$ cat src/rtl/finder_pkg.sv
// rtl/finder_pkg.sv - shared types, flag masks and byte helpers for the dictionary finder
package finder_pkg;

  typedef enum logic [3:0] {
    IDLE, TLEN, LNK0, LNK1, FLAG, CMPT, CMPD, NEXT, DONE
  } finder_sts;

  localparam logic [7:0] F_IMM     = 8'h80;
  localparam logic [7:0] F_HID     = 8'h40;
  localparam logic [7:0] F_LEN     = 8'h1f;
  localparam logic [7:0] DELIM_NUL = 8'h00;
  localparam logic [7:0] DELIM_SP  = 8'h20;

  // Only 'a'..'z' move; every other byte value passes through untouched.
  function automatic logic [7:0] fold_uc(input logic [7:0] b);
    fold_uc = (b >= 8'h61 && b <= 8'h7a) ? (b - 8'h20) : b;
  endfunction

endpackage

$ cat src/rtl/byte_fetch.sv
// rtl/byte_fetch.sv - single outstanding byte read with fixed memory latency
module byte_fetch #(
  parameter int ASZ    = 17,
  parameter int DSZ    = 8,
  parameter int RD_LAT = 1
) (
  input  logic           clk,
  input  logic           rst,
  input  logic           req_i,
  input  logic [ASZ-1:0] addr_i,
  output logic [ASZ-1:0] mem_ai,
  input  logic [DSZ-1:0] mem_vo,
  output logic           vld_o,
  output logic [DSZ-1:0] data_o
);

  localparam int CW = $clog2(RD_LAT + 1);

  logic           pend_q;
  logic [CW-1:0]  cnt_q;
  logic [ASZ-1:0] addr_q;

  // Data is taken straight off the bus in the cycle the latency count expires.
  assign vld_o  = pend_q && (cnt_q == CW'(RD_LAT));
  assign data_o = mem_vo;
  assign mem_ai = addr_q;

  // A new request may be issued in the same cycle the previous byte returns.
  always_ff @(posedge clk or posedge rst) begin
    if (rst) begin
      pend_q <= 1'b0;
      cnt_q  <= '0;
      addr_q <= '0;
    end else if (req_i) begin
      addr_q <= addr_i;
      pend_q <= 1'b1;
      cnt_q  <= '0;
    end else if (vld_o) begin
      pend_q <= 1'b0;
    end else if (pend_q) begin
      cnt_q  <= cnt_q + CW'(1);
    end
  end

endmodule

$ cat src/rtl/word_finder.sv
// rtl/word_finder.sv - walks the linked word list looking for the token at TIB
module word_finder
  import finder_pkg::*;
#(
  parameter int          ASZ       = 17,
  parameter int          DSZ       = 8,
  parameter logic [15:0] NULL_LINK = 16'hffff,
  parameter int          NMAX      = 31,
  parameter int          CASE_FOLD = 0,
  parameter int          RD_LAT    = 1,
  parameter int          MAX_HOPS  = 1024
) (
  input  logic           clk,
  input  logic           rst,
  input  logic           en,
  input  logic [ASZ-1:0] tib,
  input  logic [ASZ-1:0] ctx,
  output logic [ASZ-1:0] mem_ai,
  input  logic [DSZ-1:0] mem_vo,
  output logic           bsy,
  output logic           done,
  output logic           hit,
  output logic [ASZ-1:0] pfa,
  output logic           imm,
  output logic           err,
  output finder_sts      st
);

  localparam int TLW = $clog2(NMAX + 2);
  localparam int HW  = $clog2(MAX_HOPS + 1);

  finder_sts      state_q, state_d;
  logic [ASZ-1:0] tib_q, tib_d, lfa_q, lfa_d, pfa_q, pfa_d;
  logic [15:0]    link_q, link_d;
  logic [TLW-1:0] tlen_q, tlen_d, idx_q, idx_d;
  logic [7:0]     flag_q, flag_d, tbyte_q, tbyte_d;
  logic [HW-1:0]  hops_q, hops_d;
  logic           iss_q, iss_d, hit_q, hit_d, imm_q, imm_d, err_q, err_d;

  logic           req, got, fb_vld;
  logic [ASZ-1:0] req_addr;
  logic [DSZ-1:0] fb_data;
  logic [7:0]     byte_v, cmp_t, cmp_m;

  byte_fetch #(.ASZ(ASZ), .DSZ(DSZ), .RD_LAT(RD_LAT)) u_fetch (
    .clk    (clk),
    .rst    (rst),
    .req_i  (req),
    .addr_i (req_addr),
    .mem_ai (mem_ai),
    .mem_vo (mem_vo),
    .vld_o  (fb_vld),
    .data_o (fb_data)
  );

  assign byte_v = fb_data[7:0];
  assign got    = iss_q && fb_vld;
  assign cmp_t  = (CASE_FOLD != 0) ? fold_uc(tbyte_q) : tbyte_q;
  assign cmp_m  = (CASE_FOLD != 0) ? fold_uc(byte_v) : byte_v;

  assign bsy  = (state_q != IDLE) && (state_q != DONE);
  assign done = (state_q == DONE);
  assign hit  = hit_q;
  assign pfa  = pfa_q;
  assign imm  = imm_q;
  assign err  = err_q;
  assign st   = state_q;

  // Every fetching state issues exactly one read on entry, then waits for its byte.
  always_comb begin
    req_addr = '0;
    case (state_q)
      TLEN:    req_addr = tib_q + ASZ'(tlen_q);
      LNK0:    req_addr = lfa_q;
      LNK1:    req_addr = lfa_q + ASZ'(1);
      FLAG:    req_addr = lfa_q + ASZ'(2);
      CMPT:    req_addr = tib_q + ASZ'(idx_q);
      CMPD:    req_addr = lfa_q + ASZ'(3) + ASZ'(idx_q);
      default: req_addr = '0;
    endcase
    req = !iss_q && (state_q inside {TLEN, LNK0, LNK1, FLAG, CMPT, CMPD});
  end

  // Next-state and datapath updates; bytes are acted on only in the cycle they arrive.
  always_comb begin
    state_d = state_q;
    tib_d   = tib_q;
    lfa_d   = lfa_q;
    pfa_d   = pfa_q;
    link_d  = link_q;
    tlen_d  = tlen_q;
    idx_d   = idx_q;
    flag_d  = flag_q;
    tbyte_d = tbyte_q;
    hops_d  = hops_q;
    hit_d   = hit_q;
    imm_d   = imm_q;
    err_d   = err_q;
    iss_d   = req ? 1'b1 : (got ? 1'b0 : iss_q);
    case (state_q)
      IDLE: if (en) begin
        tib_d   = tib;
        lfa_d   = ctx;
        hit_d   = 1'b0;
        imm_d   = 1'b0;
        err_d   = 1'b0;
        pfa_d   = '0;
        tlen_d  = '0;
        hops_d  = '0;
        state_d = TLEN;
      end
      TLEN: if (got) begin
        if (byte_v == DELIM_NUL || byte_v == DELIM_SP) begin
          if (tlen_q == '0 || lfa_q == ASZ'(NULL_LINK)) state_d = DONE;
          else state_d = LNK0;
        end else if (tlen_q == TLW'(NMAX)) begin
          err_d   = 1'b1;
          state_d = DONE;
        end else begin
          tlen_d = tlen_q + TLW'(1);
        end
      end
      LNK0: if (got) begin
        link_d[7:0] = byte_v;
        state_d     = LNK1;
      end
      LNK1: if (got) begin
        link_d[15:8] = byte_v;
        state_d      = FLAG;
      end
      FLAG: if (got) begin
        flag_d = byte_v;
        if ((byte_v & F_HID) != 8'h00 || (byte_v & F_LEN) != 8'(tlen_q)) begin
          state_d = NEXT;
        end else begin
          idx_d   = '0;
          state_d = CMPT;
        end
      end
      CMPT: if (got) begin
        tbyte_d = byte_v;
        state_d = CMPD;
      end
      CMPD: if (got) begin
        if (cmp_t != cmp_m) begin
          state_d = NEXT;
        end else if (idx_q + TLW'(1) == tlen_q) begin
          hit_d   = 1'b1;
          pfa_d   = lfa_q + ASZ'(3) + ASZ'(tlen_q);
          imm_d   = (flag_q & F_IMM) != 8'h00;
          state_d = DONE;
        end else begin
          idx_d   = idx_q + TLW'(1);
          state_d = CMPT;
        end
      end
      NEXT: begin
        hops_d = hops_q + HW'(1);
        if (link_q == NULL_LINK) begin
          state_d = DONE;
        end else if (hops_q + HW'(1) == HW'(MAX_HOPS)) begin
          err_d   = 1'b1;
          state_d = DONE;
        end else begin
          lfa_d   = ASZ'(link_q);
          state_d = LNK0;
        end
      end
      DONE:    state_d = IDLE;
      default: state_d = IDLE;
    endcase
  end

  // State and datapath registers; reset abandons any search in flight.
  always_ff @(posedge clk or posedge rst) begin
    if (rst) begin
      state_q <= IDLE;
      tib_q   <= '0;
      lfa_q   <= '0;
      pfa_q   <= '0;
      link_q  <= '0;
      tlen_q  <= '0;
      idx_q   <= '0;
      flag_q  <= '0;
      tbyte_q <= '0;
      hops_q  <= '0;
      iss_q   <= 1'b0;
      hit_q   <= 1'b0;
      imm_q   <= 1'b0;
      err_q   <= 1'b0;
    end else begin
      state_q <= state_d;
      tib_q   <= tib_d;
      lfa_q   <= lfa_d;
      pfa_q   <= pfa_d;
      link_q  <= link_d;
      tlen_q  <= tlen_d;
      idx_q   <= idx_d;
      flag_q  <= flag_d;
      tbyte_q <= tbyte_d;
      hops_q  <= hops_d;
      iss_q   <= iss_d;
      hit_q   <= hit_d;
      imm_q   <= imm_d;
      err_q   <= err_d;
    end
  end

endmodule

$ cat config.mk
export PLATFORM = sky130hd
export DESIGN_NAME = word_finder
export DESIGN_NICKNAME = d
export VERILOG_FILES = /design/src/rtl/finder_pkg.sv /design/src/rtl/byte_fetch.sv /design/src/rtl/word_finder.sv
export SDC_FILE = /design/constraint.sdc
export NUM_CORES = 1
export LEC_CHECK = 0
export CORE_MARGIN = 4
export CORE_UTILIZATION = 53
export CTS_CLUSTER_DIAMETER = 40
export DETAILED_ROUTE_END_ITERATION = 6
export HOLD_SLACK_MARGIN = 0.08
export PLACE_DENSITY = 0.77
export SLEW_MARGIN = 15
export SYNTH_ARGS = -nofsm -noshare
export SYNTH_HDL_FRONTEND = slang
export SYNTH_SLANG_ARGS = --single-unit
$ cat constraint.sdc
create_clock -name clk -period 4.5 [get_ports clk]
set_clock_uncertainty 0.15 [all_clocks]
set_input_delay 0.9 -clock clk [delete_from_list [all_inputs] [get_ports clk]]
set_output_delay 0.9 -clock clk [all_outputs]
set_load 0.02 [all_outputs]
; Yosys cells after proc, flatten, opt, wreduce, memory -nomap -nowiden
; Index checks and enable logic that the tools add are counted.
[totals]
word_cells = 160
regBits = 133
[classes]
n_reduce_logical = 34
addsub = 11
eq_ne = 36
n_mux = 61
[ops]
columns = operator, count
row1 = two-way mux 17 bit, 7
row2 = case mux 17 bit (6 select lines), 1
row3 = adder 17 x 6 -> 17 bit, 4
row4 = case mux 17 bit (2 select lines), 2
row5 = two-way mux 4 bit, 14
row6 = two-way mux 6 bit, 9
row7 = adder 17 x 2 -> 17 bit (second input constant), 2
row8 = != test 2 bit (second input constant), 16
row9 = case mux 4 bit (8 select lines), 1
row10 = case mux 6 bit (2 select lines), 2
row11 = case mux 11 bit (2 select lines), 1
row12 = two-way mux 1 bit, 19
row13 = adder 17 x 1 -> 17 bit (second input constant), 1
row14 = equality test 17 x 16 -> 1 bit (second input constant), 1
row15 = equality test 16 bit (second input constant), 1
row16 = equality test 4 x 3 -> 1 bit (second input constant), 4
row17 = AND reduction 2 bit, 7
row18 = nonzero test 2 bit, 7
row19 = adder 6 x 1 -> 6 bit (second input constant), 2
row20 = adder 11 x 1 -> 11 bit (second input constant), 1
row21 = equality test 11 bit (second input constant), 1
row22 = two-way mux 11 bit, 1
row23 = AND reduction 5 bit, 2
row24 = equality test 4 x 2 -> 1 bit (second input constant), 2
row25 = other kinds (27), 34

; Logic depth before layout (Yosys ltp)
[logic_depth]
word_depth = 6
depth_mapped = 19
ltp_nobuf = 15

; Hierarchy
; Synthesis repeated with hierarchy kept, for this count alone.
[unflattened]
cells_unflattened = 1011
hier_area_um2 = 8832.2
[by_module_without_submodules]
columns = module, cells_per_inst, seq_area_each_um2, n_inst, area_each_um2
row1 = word_finder, 959, 2677.6, 1, 8013.9
row2 = byte_fetch, 52, 475.5, 1, 818.3

; Worst setup path before layout
; No wires, ideal clock.
[synth_path]
kind = reg-to-reg
startpoint = reg state_q[0] (netlist: st[0])
endpoint = reg u_fetch.addr_q[14] (netlist: u_fetch.mem_ai[14])
t_arrival_ps = 4108
synth_period_minus_slack_ps = 4399
slack_ps = 101
stages_incl_launch_ff = 18
setup_time_ps = 141
cell_sequence = dfrtp_1 -> nand2b_1 -> nand2b_1 -> clkbuf_1 -> clkbuf_1 -> clkbuf_1 -> buf_1 -> o21ai_0 -> ha_1 -> fa_1 -> a21o_1 -> a21oi_1 -> nor2_1 -> a211oi_1 -> nor4_4 -> nor3b_1 -> o211ai_1 -> a31oi_1
[synth_between]
elab_chain_len = 3
elab_cells_between_ends = 9
[synth_lines]
columns = element, line_no
row1 = start: declaration, word_finder.sv:32  ; finder_sts state_q, state_d;
row2 = start signal: assignment, word_finder.sv:192  ; state_q <= state_d;
row3 = equality test 4 x 1 -> 1 bit (tied with other cells), "word_finder.sv:72, word_finder.sv:81"
row4 = nonzero test 6 bit, word_finder.sv:81  ; req = !iss_q && (state_q inside {TLEN, LNK0, LNK1, FLAG, CMPT, CMPD});
row5 = logical AND 1 bit, word_finder.sv:81
row6 = end signal: assignment, byte_fetch.sv:35  ; addr_q <= addr_i;
row7 = end: declaration, byte_fetch.sv:21  ; logic [ASZ-1:0] addr_q;
; Parallel ways exist; a longest one is shown, timed or not.
; A chain may end at the register's enable or synchronous reset.

; Worst setup path in the final report
[layout_path]
startpoint = reg state_q[1] (netlist: st[1])
endpoint = reg u_fetch.addr_q[16] (netlist: u_fetch.mem_ai[16])
; The elaborated chain is that of the path after synthesis.

==> results.md <==
- Outcome: completed
- Die ar.: 18600 µm²
- Core box area: 16000 µm²
- Total GRT Usage: 0.276
- Rows: 46
- Antenna cells: 0
- Vias in the first global route: 7693
- Sequential-to-total area share from yosys stat: 0.361
- DIE HEIGHT: 136 µm
- Arrival time at the worst endpoint: 4.07 ns
- Clock buffer count from CTS: 17
- Setup violations, final: 0
- DRC Markers: 0
- Count of cell types in the netlist: 71
- Min Clock Period, post-route: 3.93 ns
- Routability cong.: 0.964
- Initial core utilization: 0.545
- Largest net degree at the start of global routing: 62
- Setup WS pre-CTS: 0.647 ns
- Mapped Area: 8720 µm²
- Layout area overhead: 19.0%
- Die W: 136 µm
- Hold_ws: 0.320 ns
- Post-CTS setup buffers: 0
- Setup TNS Final: 0 ns
- Post-DR wirelength/cell: 18.5 µm
- Top Metal Used: met4
- Fin nets: 1181
- Routed length on met1: 10700 µm
- DR iter-0 viols: 853
- Clk sink count: 126
- Hold-fix buffers, CTS: 0
- CTS tree: built
- Root Buffer: clkbuf_16
- CP Max Fanout: 18
- RSZ-0062 raised after global routing: false
- Worst path required time: 4.64 ns
- Max-slew violations: 0
- Pleak: 4.44 nW
- Final hold viol count: 0
- Fin worst setup slack: 0.574 ns
- Initial antenna violation count: 0
- Post-Synth Adder-Cell Area: 0.0485
- First-pass detailed-route iteration total: 6
- Io pins: 88
- Worst setup path class: flop to flop
- Hold WC Path Type: flop to flop
- DP HPWL: 18000 µm
- Routed wl met3: 2220 µm
- Synth Net Count: 1113
- Fillcell total: 1365
- Wire length on met2: 11100 µm
- Via count: 8038
- IO buf count: 87
- Skew-Pair Late Insertion Delay: 0.43 ns
- Grt ovf: 0
- Post-synthesis simple-gate area fraction: 0.247
- Syn Area/Cell: 8.42 µm²
- Asr flop ratio synth: 1.00
- Placed Cells: 1301
- Crit start category: flop
- Final instance area: 10400 µm²
- Compound-gate portion of the synthesized area: 0.156
- First-pass GRT wire length: 40300 µm
- Ys Warns: 0
- Post-route insts no fill: 1332
- Clock buffer depth: 2
- Multiplexer share of the synthesized area: 0.0598
- Post-Synthesis Cells: 1036
- Max_slew headroom: 0.298
- Main combinational cell family by area after synthesis: simple AND/OR/NAND/NOR gates
- Max Cap Viol: 0
- Clock slew at reported path FFs: 0.06 ns
- CTS-repair resized insts: 0
- Final period utilization: 0.872
- DRT antenna net count: 0
- Routed vias/inst: 6.03
- Share of layout cells above drive strength 1: 0.107
- Synth Register Bits: 126
- H-tree Lvls: 4
- Peak Freq: 255 MHz
- Worst Tran Pin Value: 1.05 ns
- Crit. End Element: flop
- Post-synthesis xor/xnor area fraction: 0.0864
- VDD IR max: 0.351 mV
- Drt total wl: 24700 µm
- Cell Area, Placed: 9800 µm²
- Power per cell area: 573 nW/µm²
- Post-synth EDFFs: 0
- Predominant post-synthesis flop cell: dfrtp_1
[worst paths after layout]
kind	start	end	slack, ns	cells past startpoint
max	st[1]$_DFFE_PP0P_	u_fetch.mem_ai[16]$_DFFE_PP0P_	0.57	13
min	hit$_DFFE_PP0P_	hit$_DFFE_PP0P_	0.32	2
max reg2reg	st[1]$_DFFE_PP0P_	u_fetch.mem_ai[16]$_DFFE_PP0P_	0.57	13
min reg2reg	hit$_DFFE_PP0P_	hit$_DFFE_PP0P_	0.32	2
max in group asynchronous	rst	u_fetch.mem_ai[13]$_DFFE_PP0P_	2.64	3
min in group asynchronous	rst	hops_q[0]$_DFFE_PP0P_	0.82	2
[power breakdown]
group          switching [mW]  total [mW]  internal (mW)  leakage [nW]
logic                    1.63        2.72           1.09          2.54
clock network           0.524        1.35          0.827         0.280
registers               0.474        1.88           1.41          1.63
[through the flow]
stage                     utilization  power (mW)
after CTS                       0.649        5.93
after global routing            0.649        6.33
after detailed placement        0.613        4.55
final                           0.649        5.95
after global placement          0.613        4.50
after floorplan                     -        3.69
[cell usage after synthesis, types with 4 or more instances]
| cell | number | share of area |
|---|---|---|
| o31ai_1 | 15 | 0.013 |
| buf_2 | 9 | 0.0052 |
| inv_1 | 23 | 0.0099 |
| a31oi_1 | 14 | 0.010 |
| nor3b_1 | 4 | 0.0034 |
| o22ai_1 | 5 | 0.0036 |
| xor2_1 | 34 | 0.034 |
| nor2_1 | 86 | 0.037 |
| or3_1 | 7 | 0.0050 |
| dfrtp_1 | 126 | 0.36 |
| a22oi_1 | 6 | 0.0052 |
| o41ai_1 | 4 | 0.0040 |
| buf_4 | 5 | 0.0043 |
| nand3_1 | 42 | 0.024 |
| or2_2 | 4 | 0.0029 |
| a21oi_1 | 40 | 0.023 |
| nor4_1 | 15 | 0.011 |
| a41oi_1 | 4 | 0.0040 |
| ha_1 | 29 | 0.042 |
| nor3_1 | 19 | 0.011 |
| a211oi_1 | 5 | 0.0043 |
| xnor2_1 | 52 | 0.052 |
| o21ai_0 | 81 | 0.046 |
| nand2b_1 | 13 | 0.0093 |
| a21o_1 | 8 | 0.0069 |
| clkbuf_1 | 40 | 0.017 |
| nand4_1 | 17 | 0.012 |
| and2_1 | 9 | 0.0065 |
| mux2i_1 | 6 | 0.0069 |
| a221oi_1 | 9 | 0.0090 |
| and3_1 | 13 | 0.0093 |
| nand2_1 | 191 | 0.082 |
| nor2b_1 | 7 | 0.0050 |
| mux2_2 | 41 | 0.053 |
[critical path: stages, from the launching register on]
cell      delay, ns
dfrtp_1        0.40
buf_4          0.25
nor4bb_4       0.60
mux2_2         0.40
ha_1           0.32
a21o_1         0.13
a21oi_1        0.09
nor2_1         0.14
a211oi_1       0.07
buf_4          0.17
nor4_4         0.40
o21ai_1        0.12
a211oi_1       0.39
o22ai_1        0.14
[state kept, by name (all words and copies together), names as in the netlist]
signal          cells
lfa_q              17
pfa                17
tib_q              17
u_fetch.mem_ai     17
link_q             16
hops_q             11
cmp_t               8
idx_q               6
tlen_q              6
st                  4
err                 1
flag_q              1
hit                 1
imm                 1
iss_q               1
u_fetch.cnt_q       1
u_fetch.pend_q      1
[layout make-up]
| type | instances | area, µm² | share of cell area |
|---|---|---|---|
| Timing Repair Buffer | 109 | 1050 | 0.101 |
| Sequential cell | 126 | 3150 | 0.304 |
| Multi-Input combinational cell | 827 | 5240 | 0.505 |
| Tap cell | 216 | 270 | 0.0260 |
| Clock inverter | 9 | 85.1 | 0.00819 |
| Inverter | 23 | 88.8 | 0.00856 |
| Clock buffer | 22 | 494 | 0.0476 |
[layout by cell type (no fill, tap or decap), types with 13 or more instances in the layout]
master / count
nand2_1: 191
dfrtp_1: 126
clkdlybuf4s50_1: 87
nor2_1: 86
o21ai_0: 81
xnor2_1: 52
nand3_1: 42
mux2_2: 41
a21oi_1: 40
xor2_1: 34
ha_1: 29
inv_1: 22
buf_4: 21
nor3_1: 18
nand4_1: 17
clkbuf_16: 17
o31ai_1: 15
nor4_1: 14
a31oi_1: 14
and3_1: 13
nand2b_1: 13
[cells by family after synthesis]
family / count (synthesis)
DFF: 126
AOI/OAI and AO/OA: 216
and+or+nand+nor: 446
muxes: 47
adders and majority gates: 32
xor gates and xnor gates: 86
buffers and inverters: 83
[per-layer routing]
metal,vias up,global-route usage
met2,415,0.426
met1,3790,0.377
met3,50,0.0666
met5,-,0
met4,0,0.104
li1,3783,-
(Power assumes the default switching activity.)
